File: config.mk
export PLATFORM = sky130hd
export DESIGN_NAME = memory_stage
export DESIGN_NICKNAME = d
export VERILOG_FILES = /design/src/rtl/memory_stage.sv
export SDC_FILE = /design/constraint.sdc
export NUM_CORES = 1
export LEC_CHECK = 0
export CELL_PAD_IN_SITES_DETAIL_PLACEMENT = 1
export CELL_PAD_IN_SITES_GLOBAL_PLACEMENT = 1
export CORE_ASPECT_RATIO = 0.75
export CORE_MARGIN = 1.5
export CORE_UTILIZATION = 33
export DETAILED_ROUTE_END_ITERATION = 8
export PLACE_DENSITY = 0.84
export SLEW_MARGIN = 0
export SYNTH_ARGS = -nofsm -noshare
export SYNTH_HDL_FRONTEND = slang
export SYNTH_SLANG_ARGS = --single-unit
File: constraint.sdc
create_clock -name i_clk -period 4.3 [get_ports i_clk]
set_clock_uncertainty 0.1 [all_clocks]
set_input_delay 0.645 -clock i_clk [delete_from_list [all_inputs] [get_ports i_clk]]
set_output_delay 0.645 -clock i_clk [all_outputs]
set_load 0.05 [all_outputs]
File: src/rtl/memory_stage.sv
// MEM pipeline stage: byte/half/word loads and stores over a req/ack bus, MEM/WB result register.
// Optional bus watchdog enabled by defining MEM_TIMEOUT_EN (limit set by TIMEOUT).
module memory_stage #(
  parameter int TIMEOUT = 16
) (
  input  logic        i_clk,
  input  logic        i_rst,
  input  logic        i_valid,
  input  logic        i_memRead,
  input  logic        i_memWrite,
  input  logic [1:0]  i_size,
  input  logic        i_signed,
  input  logic        i_regWrite,
  input  logic [4:0]  i_rd,
  input  logic [31:0] i_ALUres,
  input  logic [31:0] i_op2,
  output logic        o_stall,
  output logic        o_bus_req,
  output logic        o_bus_we,
  output logic [31:0] o_bus_addr,
  output logic [3:0]  o_bus_be,
  output logic [31:0] o_bus_wdata,
  input  logic        i_bus_ack,
  input  logic [31:0] i_bus_rdata,
  output logic        o_valid,
  output logic        o_regWrite,
  output logic [4:0]  o_rd,
  output logic [31:0] o_wbData,
  output logic        o_adel,
  output logic        o_ades,
  output logic        o_buserr
);

  typedef enum logic {IDLE, BUSY} state_e;
  state_e state_q, state_d;

  logic        req_q, req_d, we_q, we_d, sgn_q, sgn_d, prw_q, prw_d;
  logic [1:0]  size_q, size_d, lane_q, lane_d;
  logic [4:0]  prd_q, prd_d, rd_q, rd_d;
  logic [3:0]  be_q, be_d;
  logic [31:0] addr_q, addr_d, wdata_q, wdata_d, wb_q, wb_d;
  logic        vld_q, vld_d, rw_q, rw_d, adel_q, adel_d, ades_q, ades_d, berr_q, berr_d;
  logic        mem_op, misalign, aligned_mem, expire, stall;

  function automatic logic [3:0] be_f(input logic [1:0] sz, input logic [1:0] a);
    case (sz)
      2'b00:   be_f = 4'b0001 << a;
      2'b01:   be_f = 4'b0011 << a;
      default: be_f = 4'hF;
    endcase
  endfunction

  function automatic logic [31:0] wdata_f(input logic [1:0] sz, input logic [31:0] d);
    case (sz)
      2'b00:   wdata_f = {4{d[7:0]}};
      2'b01:   wdata_f = {2{d[15:0]}};
      default: wdata_f = d;
    endcase
  endfunction

  function automatic logic [31:0] load_f(input logic [1:0] sz, input logic sg,
                                         input logic [1:0] a, input logic [31:0] rdata);
    logic [31:0] sh;
    sh = rdata >> {a, 3'b000};
    case (sz)
      2'b00:   load_f = {{24{sg & sh[7]}}, sh[7:0]};
      2'b01:   load_f = {{16{sg & sh[15]}}, sh[15:0]};
      default: load_f = rdata;
    endcase
  endfunction

  assign mem_op      = i_valid & (i_memRead | i_memWrite);
  assign misalign    = ((i_size == 2'b01) & i_ALUres[0]) | (i_size[1] & (|i_ALUres[1:0]));
  assign aligned_mem = mem_op & ~misalign;

`ifdef MEM_TIMEOUT_EN
  localparam int CW = $clog2(TIMEOUT + 1);
  localparam logic [CW-1:0] LAST = CW'(TIMEOUT - 1);
  logic [CW-1:0] cnt_q, cnt_d;

  assign expire = (state_q == BUSY) & ~i_bus_ack & (cnt_q == LAST);

  // Counter sits at zero in IDLE, so it starts from zero on entering BUSY
  always_comb begin
    cnt_d = cnt_q;
    if (state_q == IDLE)  cnt_d = '0;
    else if (!i_bus_ack)  cnt_d = cnt_q + 1'b1;
  end

  always_ff @(posedge i_clk or posedge i_rst) begin
    if (i_rst) cnt_q <= '0;
    else       cnt_q <= cnt_d;
  end
`else
  assign expire = 1'b0;
`endif

  always_ff @(posedge i_clk or posedge i_rst) begin
    if (i_rst) state_q <= IDLE;
    else       state_q <= state_d;
  end

  always_comb begin
    state_d = state_q;
    case (state_q)
      IDLE:    if (aligned_mem) state_d = BUSY;
      BUSY:    if (i_bus_ack | expire) state_d = IDLE;
      default: state_d = IDLE;
    endcase
  end

  always_comb begin
    stall = 1'b0;
    req_d = req_q;   we_d = we_q;     addr_d = addr_q; be_d = be_q; wdata_d = wdata_q;
    size_d = size_q; sgn_d = sgn_q;   lane_d = lane_q; prd_d = prd_q; prw_d = prw_q;
    vld_d = 1'b0;    rw_d = 1'b0;     rd_d = rd_q;     wb_d = wb_q;
    adel_d = 1'b0;   ades_d = 1'b0;   berr_d = 1'b0;
    case (state_q)
      IDLE: begin
        if (aligned_mem) begin
          stall   = 1'b1;
          req_d   = 1'b1;
          we_d    = ~i_memRead;
          addr_d  = {i_ALUres[31:2], 2'b00};
          be_d    = be_f(i_size, i_ALUres[1:0]);
          wdata_d = wdata_f(i_size, i_op2);
          size_d  = i_size;
          sgn_d   = i_signed;
          lane_d  = i_ALUres[1:0];
          prd_d   = i_rd;
          prw_d   = i_regWrite;
        end else if (i_valid) begin
          vld_d = 1'b1;
          rd_d  = i_rd;
          wb_d  = i_ALUres;
          if (mem_op) begin
            adel_d = i_memRead;
            ades_d = ~i_memRead;
          end else begin
            rw_d = i_regWrite;
          end
        end
      end
      BUSY: begin
        stall = ~i_bus_ack & ~expire;
        if (i_bus_ack | expire) begin
          req_d  = 1'b0;
          vld_d  = 1'b1;
          rd_d   = prd_q;
          rw_d   = i_bus_ack & prw_q & ~we_q;
          berr_d = ~i_bus_ack;
          if (i_bus_ack & ~we_q) wb_d = load_f(size_q, sgn_q, lane_q, i_bus_rdata);
        end
      end
      default: ;
    endcase
  end

  // Bus request and MEM/WB registers
  always_ff @(posedge i_clk or posedge i_rst) begin
    if (i_rst) begin
      req_q <= 1'b0; we_q <= 1'b0; addr_q <= '0; be_q <= '0; wdata_q <= '0;
      size_q <= '0; sgn_q <= 1'b0; lane_q <= '0; prd_q <= '0; prw_q <= 1'b0;
      vld_q <= 1'b0; rw_q <= 1'b0; rd_q <= '0; wb_q <= '0;
      adel_q <= 1'b0; ades_q <= 1'b0; berr_q <= 1'b0;
    end else begin
      req_q <= req_d; we_q <= we_d; addr_q <= addr_d; be_q <= be_d; wdata_q <= wdata_d;
      size_q <= size_d; sgn_q <= sgn_d; lane_q <= lane_d; prd_q <= prd_d; prw_q <= prw_d;
      vld_q <= vld_d; rw_q <= rw_d; rd_q <= rd_d; wb_q <= wb_d;
      adel_q <= adel_d; ades_q <= ades_d; berr_q <= berr_d;
    end
  end

  assign o_stall     = stall;
  assign o_bus_req   = req_q;
  assign o_bus_we    = we_q;
  assign o_bus_addr  = addr_q;
  assign o_bus_be    = be_q;
  assign o_bus_wdata = wdata_q;
  assign o_valid     = vld_q;
  assign o_regWrite  = rw_q;
  assign o_rd        = rd_q;
  assign o_wbData    = wb_q;
  assign o_adel      = adel_q;
  assign o_ades      = ades_q;
  assign o_buserr    = berr_q;

endmodule

* After elaboration in Yosys (flattened, before gate mapping)
Index checks and enable logic that the tools add are counted.
** Operators by class
- $add $sub $neg :: 0
- Multipliers :: 0
- Div/mod/pow operators :: 0
- Magnitude comparators :: 0
- Eq/ne operators :: 7
- Shift operators :: 3
- Muxes and demuxes :: 38
- Bitwise logic cells :: 16
- Reductions and logical operators :: 7
** Operator list (number)
- $pmux W32 S2 :: 3
- $mux W32 :: 4
- $shr A32 B5 Y16 :: 1
- $mux W1 :: 21
- $mux W5 :: 3
- $pmux W1 S2 :: 5
- $pmux W5 S2 :: 1
- $and A1 B1 Y1 :: 9
- $ne A2 B2 Y1 const B :: 4
- $pmux W4 S2 :: 1
- $not A1 Y1 :: 5
- $eq A2 B1 Y1 const B :: 2
- $logic_not A2 Y1 :: 2
- $reduce_and A2 Y1 :: 2
- $reduce_and A4 Y1 :: 1
- $shl A1 B2 Y4 const A :: 1
- $shl A2 B2 Y4 const A :: 1
- $reduce_and A3 Y1 :: 1
- $ne A2 B1 Y1 const B :: 1
- $or A1 B1 Y1 :: 2
- $reduce_or A2 Y1 :: 1
** Word-level totals
- Bits in registers :: 122
- Latch bits :: 0
- RAM bits :: 0
- ROM bits :: 0
- Input bits :: 111
- Output and inout port bits :: 113
- Word-level logic and storage cells :: 89
- Memories kept :: 0

* Longest topological paths before layout
Gate-level depths: netlist of run 1.
- Depth after elaboration :: 7
- Gate-level depth with buffers :: 7
- Depth with buffers taken out :: 4

* Least setup slack after synthesis of run 1
Ideal clock, no wire load.
- Kind :: input to output
- Start point :: input i_ALUres[1]
- End point :: output o_stall
- Arrival time :: 2123 ps
- Required time :: 3555 ps
- Setup slack :: 1432 ps
- Stages on the path :: 6
- Buffers on the path :: 3
- Cells stage by stage :: buf_2 o21ai_1 nand4_1 clkbuf_1 buf_2 o21ai_0
** On the way
- Longest elaborated chain between the ends :: 7
** RTL lines
- from (decl) :: line 15 : input logic [31:0] i_ALUres,
- $reduce_or A2 Y1 :: line 73 : assign misalign = ((i_size == 2'b01) & i_ALUres[0]) | (i_size[1] & (|i_ALUres[1:0]));
- $and A1 B1 Y1 :: line 73
- $or A1 B1 Y1 :: line 73
- $not A1 Y1 :: line 74 : assign aligned_mem = mem_op & ~misalign;
- $and A1 B1 Y1 :: line 74
- $mux W1 :: line 120 : if (aligned_mem) begin
- $pmux W1 S2 :: line 118 : case (state_q)
- to (decl) :: line 17 : output logic o_stall,
Every way passes these cells.

* Worst setup path after layout of run 1
- Start point :: input i_ALUres[0]
- End point :: output o_stall
** On the way
- Longest elaborated chain between the ends :: 7
- Elaborated cells between the ends (all ways) :: 8
- Those cells by class :: mux: 2; bitwise: 5; reduce/logical: 1
** RTL lines (line)
- $reduce_or A2 Y1 :: 73
- $and A1 B1 Y1 :: 73
- $or A1 B1 Y1 * :: 73
- $not A1 Y1 * :: 74
- $and A1 B1 Y1 * :: 74
- $mux W1 * :: 120
- $pmux W1 S2 * :: 118
Every way passes the cells marked *; elsewhere a longest branch is shown, timed or not.

==> summary.txt, run 1 <==
Global route
  • First-pass GRT wire length: 34.8 mm
  • Largest net degree at the start of global routing: slightly above 100
  • Antenna violations before repair: 2
  • Vias in the first global route: ~6k
  • GRT Util Overall: a little under a quarter
  • Grt ovf: 0

Clock tree
  • Setup repair bufs after CTS: 0
  • Skew-Pair Late Insertion Delay: approximately 420 ps
  • Worst-path clk slew: about 60 ps
  • Root Buffer: clkbuf_16
  • Post-cts resize count: 0
  • CTS tree: yes
  • Maximum root-to-sink buffer count: 2
  • Hold_buf cts: 0
  • H-tree depth: 4
  • TritonCTS Buffers: 17
  • TritonCTS Sinks: 121

Yosys
  • Number of synthesized register bits: ~120
  • Yosys warns: 0
  • Register area share after synthesis: between 50% and 60%
  • Number of synthesized flops with an enable pin: 0
  • Post-Syn Instances: slightly below 700
  • Post-synth top flop: dfrtp_1
  • Netlist Area Pre-Place: 6050 µm²
  • Distinct cell type count after synthesis: 46
  • Asr flop ratio synth: between 90% and 100%
  • Average cell area after synthesis: 8.99 µm²

Timing
  • TNS Setup: 0 ps
  • Max_slew headroom: approximately 30%
  • Min Tclk post-route: about 3000 ps
  • Final Hold Vio Count: 0
  • # setup viols final: 0
  • Final Cycle Share: ~69%
  • Fin Hold WS: between 300 and 400 ps
  • Least-Margin Pin Slew: roughly 1000 ps
  • Unrepaired setup endpoints after global routing: no
  • Final WS setup: ~1300 ps
  • Max Transition Viols Final: 0
  • Max Fclk: 0.336 GHz

Outcome
  • Status: finished, final reports clean

Routing
  • WL final: approximately 22 mm
  • Vias per inst: just over 5
  • Antenna-violating nets left: 0
  • DRC violations left: 0
  • DR vias: about 5.7k
  • Initial DRC count: 392
  • Routed wire per std cell: 19.4 µm
  • DRT Pass-1 Iters: 6

Finish
  • Share of layout cells above drive strength 1: between 8 and 9%
  • Finished Core Util: between 50% and 60%
  • Diode count: 0
  • Cell area after layout: between 9000 and 10000 µm²
  • Area grow syn2layout: 49.5%
  • Nets: ~1000

Floorplanning
  • Die H: 120 µm
  • I/O pins: roughly 220
  • Core Box Area: around 18000 µm²
  • Die X: ~160 µm
  • Die footprint: about 19000 µm²
  • Initial Utilization: 34.0%
  • Rows: 42

Critical path
  • WP data arrival: 2230 ps
  • Crit-path max cell delay: around 600 ps
  • R2r setup slk: 1740 ps
  • CP Class: in -> out
  • Req. time, crit path: roughly 3600 ps
  • CP max stage cell: clkdlybuf4s50_1
  • CP cell instances: clkdlybuf4s50_1 -> o21ai_1 -> nand4_1 -> o21ai_0 -> buf_12
  • Crit start category: input port
  • Crit path max fanout: 10
  • Crit path capture type: output port

Place
  • Gpl congestion: 0.801
  • Port-buffer cells: 220
  • DP Worst Slack: 1220 ps
  • Post-DP Area: 8450 µm²
  • Detailed placement HPWL: about 16 mm

Power
  • Power density over the cells: 619 nW/µm²
  • Peak VDD IR: between 0.3 and 0.4 mV
  • LEAKAGE: about 4.0 nW

Worst hold path
  • Hold Crit Class: reg -> reg

Run
  • Max-cap violations: 0
## synthesized netlist by cell type (all sizes together), types with 10 or more instances
| cell | instances | area, µm² |
|---|---|---|
| nand3 | 23 | 115 |
| mux2i | 36 | 360 |
| a21oi | 10 | 50.1 |
| mux2 | 12 | 154 |
| nand2 | 214 | 818 |
| a31oi | 26 | 178 |
| inv | 12 | 45.0 |
| o21ai | 32 | 160 |
| o2bb2ai | 15 | 131 |
| dfrtp | 121 | 3030 |
| nor2 | 36 | 138 |
| clkbuf | 27 | 101 |
| o31ai | 18 | 149 |
| buf | 27 | 143 |
## critical path, delay by kind of cell
| kind | cells | cell delay (ps) |
|---|---|---|
| simple gates | 1 | 170 |
| buf+inv | 2 | 800 |
| compound gates | 2 | 610 |
## layout by cell type, fill, tap and decap left out, types with 2 or more instances in the layout
cell type        instances
nor3_1                   6
buf_4                   14
clkinvlp_4               3
o2bb2ai_1               15
o21ai_0                 31
or2_2                    2
inv_1                   11
bufinv_16                2
o211ai_1                 7
clkinv_2                 3
nand3_1                 23
a21oi_1                 10
nand2_4                  2
nor2_1                  35
clkbuf_16               17
mux2_2                   6
clkbuf_8                 2
inv_6                    3
mux2i_1                 36
conb_1                   3
mux2_4                   5
clkdlybuf4s50_1        219
nand2_1                212
nor2b_1                  4
o31ai_1                 17
o22ai_1                  8
a31oi_1                 25
dfrtp_1                120
o2111ai_1                6
a221oi_1                 8
o21a_1                   2
nand2b_1                 7
clkinv_4                 2
## metal layers
layer,up-vias,share of wire [%],GRT usage [%]
li1,2723,-,-
met1,2773,46,31.2
met2,167,46,37.7
met3,19,6.5,7.34
met4,2,1.0,5.72
met5,-,0.059,0
## worst paths after layout
kind	from	endpoint	cells past startpoint
max	i_ALUres[0]	o_stall	5
min	o_bus_addr[18]$_DFFE_PP0P_	o_bus_addr[18]$_DFFE_PP0P_	2
max reg2reg	lane_q[1]$_DFFE_PP0P_	o_wbData[13]$_DFFE_PP0P_	4
min reg2reg	o_bus_addr[18]$_DFFE_PP0P_	o_bus_addr[18]$_DFFE_PP0P_	2
max in group asynchronous	i_rst	o_wbData[15]$_DFFE_PP0P_	3
min in group asynchronous	i_rst	o_regWrite$_DFF_PP0_	2
## cell type report
| type | count | area [µm²] |
|---|---|---|
| multi-input combinational | 488 | 2750 |
| sequential | 121 | 3030 |
| timing repair buffer | 234 | 2320 |
| inverter | 12 | 50.0 |
| fill | 2027 | 8770 |
| clock inverter | 13 | 144 |
| tap | 242 | 303 |
| clock buffer | 19 | 453 |
## cells by family (layout without fill, tap and decap cells)
logic type             count (synthesis)  count (layout)  share of synthesized area [%]
flip-flops                           121             121                           50.0
AO/OA/AOI/OAI                        139             139                           16.1
AND/OR/NAND/NOR                      297             297                           20.1
buffers and inverters                 66             278                           4.78
multiplexers                          49              49                           8.87
other                                  1               3                         0.0620
## per-stage QoR
step | std cells | total power [mW]
2_1_floorplan | 675 | 3.24
3_3_place_gp | 1097 | 4.11
3_5_place_dp | 1097 | 4.17
4_1_cts | 1129 | 5.66
5_1_grt | 1129 | 5.87
6_report | 1129 | 5.60
## flip-flops by register name, indices dropped and copies added, names as in the netlist
| signal | cells |
|---|---|
| sgn_q | 1 |
| prd_q | 5 |
| prw_q | 1 |
| o_ades | 1 |
| o_bus_be | 4 |
| o_bus_wdata | 32 |
| size_q | 2 |
| state_q | 1 |
| o_regWrite | 1 |
| o_adel | 1 |
| o_valid | 1 |
| o_wbData | 32 |
| o_bus_addr | 30 |
| lane_q | 2 |
| o_bus_we | 1 |
| o_bus_req | 1 |
| o_rd | 5 |
## power breakdown
part	switching, mW	internal [mW]	total [mW]
registers	0.222	1.44	1.66
logic	1.64	0.844	2.48
clock network	0.566	0.889	1.46
(Power assumes the default switching activity.)
==> run 2: changes to the inputs <==
==> constraint.sdc (replaced) <==
create_clock -name i_clk -period 2.9 [get_ports i_clk]
set_clock_uncertainty 0.1 [all_clocks]
set_input_delay 0.435 -clock i_clk [delete_from_list [all_inputs] [get_ports i_clk]]
set_output_delay 0.435 -clock i_clk [all_outputs]
set_load 0.05 [all_outputs]
==> run 2 against run 1 <==
Critical endpoint unchanged. Sequential cell count did not move. Routed wire length rose by 0.74%. Non-clock buffer count rose by 8. Worst setup slack got worse by 980 ps. Combinational power rose by 51%. Critical path depth fell by 1. Die area did not move. Worst hold slack got worse by 39 ps. Global-route usage rose by 0.091 points. First-iteration DRC count fell by 27%. Sequential share of layout area fell by 0.34 points. Utilization rose by 0.53 points.
==> summary.txt, run 2 (synthesized netlist as in run 1, its figures left out) <==
Power
  • Logic pwr share: a little under half
  • LEAKAGE: about 4 nW
  • Tot Pwr: between 8 and 9 mW
  • Sw Ratio: between 40% and 50%
  • Peak VDD IR: around 0.38 mV
  • Internal power: approximately 4.6 mW
  • Power density over the cells: 909 nW/µm²
  • Clock power frac: between 20% and 30%
  • Part of the power in registers: between 20 and 30%
  • Total net switching power: between 3 and 4 mW

Floorplanning
  • Initial Utilization: around a third
  • Die footprint: roughly 19000 µm²
  • Die H: 120 µm
  • Rows: 42
  • Core Box Area: 17800 µm²
  • I/O pins: around 220
  • Die X: 159 µm

Critical path
  • Crit-path max cell delay: around 570 ps
  • Crit path max fanout: 19
  • CP max stage cell: dfrtp_2
  • Req. time, crit path: 2370 ps
  • Worst path buffer plus inverter count: 1
  • CP Class: reg -> out
  • CP top delay family: simple AND/OR/NAND/NOR gates
  • CP cell instances: nor2b_1 -> nand4_1 -> o21ai_0 -> buf_12
  • Crit path capture type: output port
  • WP data arrival: a little over 2000 ps
  • Crit start category: flip-flop

Clock tree
  • TritonCTS Sinks: roughly 120
  • Hold_buf cts: 0
  • H-tree depth: 4
  • Maximum root-to-sink buffer count: 2
  • Setup repair bufs after CTS: 0
  • Root Buffer: clkbuf_16
  • Post-cts resize count: 0
  • CTS tree: yes
  • Skew-Pair Late Insertion Delay: about 420 ps
  • Worst-path clk slew: 60 ps
  • TritonCTS Buffers: 17

Timing
  • Final WS setup: about 340 ps
  • Max Fclk: 0.391 GHz
  • Max Transition Viols Final: 0
  • Unrepaired setup endpoints after global routing: no
  • Max_slew headroom: between 30% and 40%
  • Min Tclk post-route: between 2000 and 3000 ps
  • Final Hold Vio Count: 0
  • # setup viols final: 0
  • Least-Margin Pin Slew: around 970 ps
  • Fin Hold WS: roughly 340 ps
  • TNS Setup: 0 ps
  • Final Cycle Share: between 80 and 90%

Finish
  • Cell area after layout: 9140 µm²
  • Area grow syn2layout: 51.0%
  • Most common cell after layout, fill and taps aside: clkdlybuf4s50_1
  • Share of layout cells above drive strength 1: under 10%
  • Nets: 993
  • Most frequent cells in the layout: clkdlybuf4s50_1 (219), nand2_1 (212), dfrtp_1 (120)
  • Diode count: 0
  • Area occupied by multi-input gates: ~2700 µm²
  • Fill cells: about 2k
  • FF/Latch Area: 3030 µm²
  • Finished Core Util: 51.3%
  • Non-Filler Instances: 1137

Outcome
  • Status: finished, final reports clean

Global route
  • Grt ovf: 0
  • GRT Util Overall: 23.7%
  • Largest net degree at the start of global routing: 87
  • Antenna violations before repair: 0
  • Vias in the first global route: 6168
  • First-pass GRT wire length: 35.0 mm

Routing
  • DRC violations left: 0
  • Antenna-violating nets left: 0
  • WL final: between 20 and 25 mm
  • DR vias: about 5.8k
  • DRT Pass-1 Iters: 4
  • Routed wire per std cell: between 15 and 20 µm
  • Vias per inst: slightly above 5
  • Initial DRC count: roughly 290

Place
  • Gpl congestion: ~0.87
  • Post-DP Area: roughly 8600 µm²
  • DP Worst Slack: 384 ps
  • Detailed placement HPWL: about 16 mm
  • Placed Cells: 1105
  • Port-buffer cells: 220

Run
  • Max-cap violations: 0

Worst hold path
  • Hold Crit Class: in -> async
-- run 2: changes by cell type in the layout (fill, tap and decap cells not counted), moves of 2 or more --
cell / before / now
clkinv_2: 3 / 0
clkbuf_8: 2 / 0
inv_8: 1 / 3
buf_12: 1 / 5
inv_6: 3 / 6
buf_4: 14 / 18
-- run 2: final timing paths --
| check | to | cells past startpoint | startpoint | slack [ps] |
|---|---|---|---|---|
| worst max-delay path | o_stall | 4 | state_q$_DFF_PP0_ | 340 |
| worst min-delay path | o_bus_wdata[29]$_DFFE_PP0P_ | 2 | i_rst | 340 |
| worst max register to register | o_wbData[7]$_DFFE_PP0P_ | 4 | state_q$_DFF_PP0_ | 690 |
| worst min register to register | o_bus_addr[31]$_DFFE_PP0P_ | 2 | o_bus_addr[31]$_DFFE_PP0P_ | 370 |
| max in group asynchronous | o_wbData[18]$_DFFE_PP0P_ | 3 | i_rst | 1700 |
| min in group i_clk | o_bus_addr[31]$_DFFE_PP0P_ | 2 | o_bus_addr[31]$_DFFE_PP0P_ | 370 |
-- run 2: layer usage --
metal  wire, µm  GRT usage [%]  vias up  share of wire (%)
li1           -              -     2751                  -
met1      10300           31.8     2832                 47
met2      10300           38.0      161                 47
met3       1280           6.38        7                5.8
met4        109           6.01        0               0.49
met5          0              0        -                  0
-- run 2: cell type report --
cell class	instances	share of cell area [%]
Tap cell	242	3.31
Inverter	12	0.534
Clock buffer	17	4.65
Timing Repair Buffer	242	26.6
Sequential cell	121	33.1
Clock inverter	15	1.71
Multi-Input combinational cell	488	30.1
-- run 2: power groups by stage --
stage	clock (mW)	combinational (mW)	sequential (mW)
after detailed placement	0	3.75	2.46
after CTS	2.17	3.77	2.44
final	2.12	3.75	2.44
after global routing	2.23	3.96	2.50
after global placement	0	3.69	2.44
after floorplan	0	0.958	3.85
==> run 3: changes to the inputs <==
--- a/config.mk
+++ b/config.mk
@@ -11,6 +11,7 @@
 export CORE_MARGIN = 1.5
 export CORE_UTILIZATION = 33
 export DETAILED_ROUTE_END_ITERATION = 8
+export GPL_ROUTABILITY_DRIVEN = 0
 export PLACE_DENSITY = 0.84
 export SLEW_MARGIN = 0
 export SYNTH_ARGS = -nofsm -noshare
==> results of run 3 <==
Same layout as run 2: the final DEF is identical, and so are final timing and power.
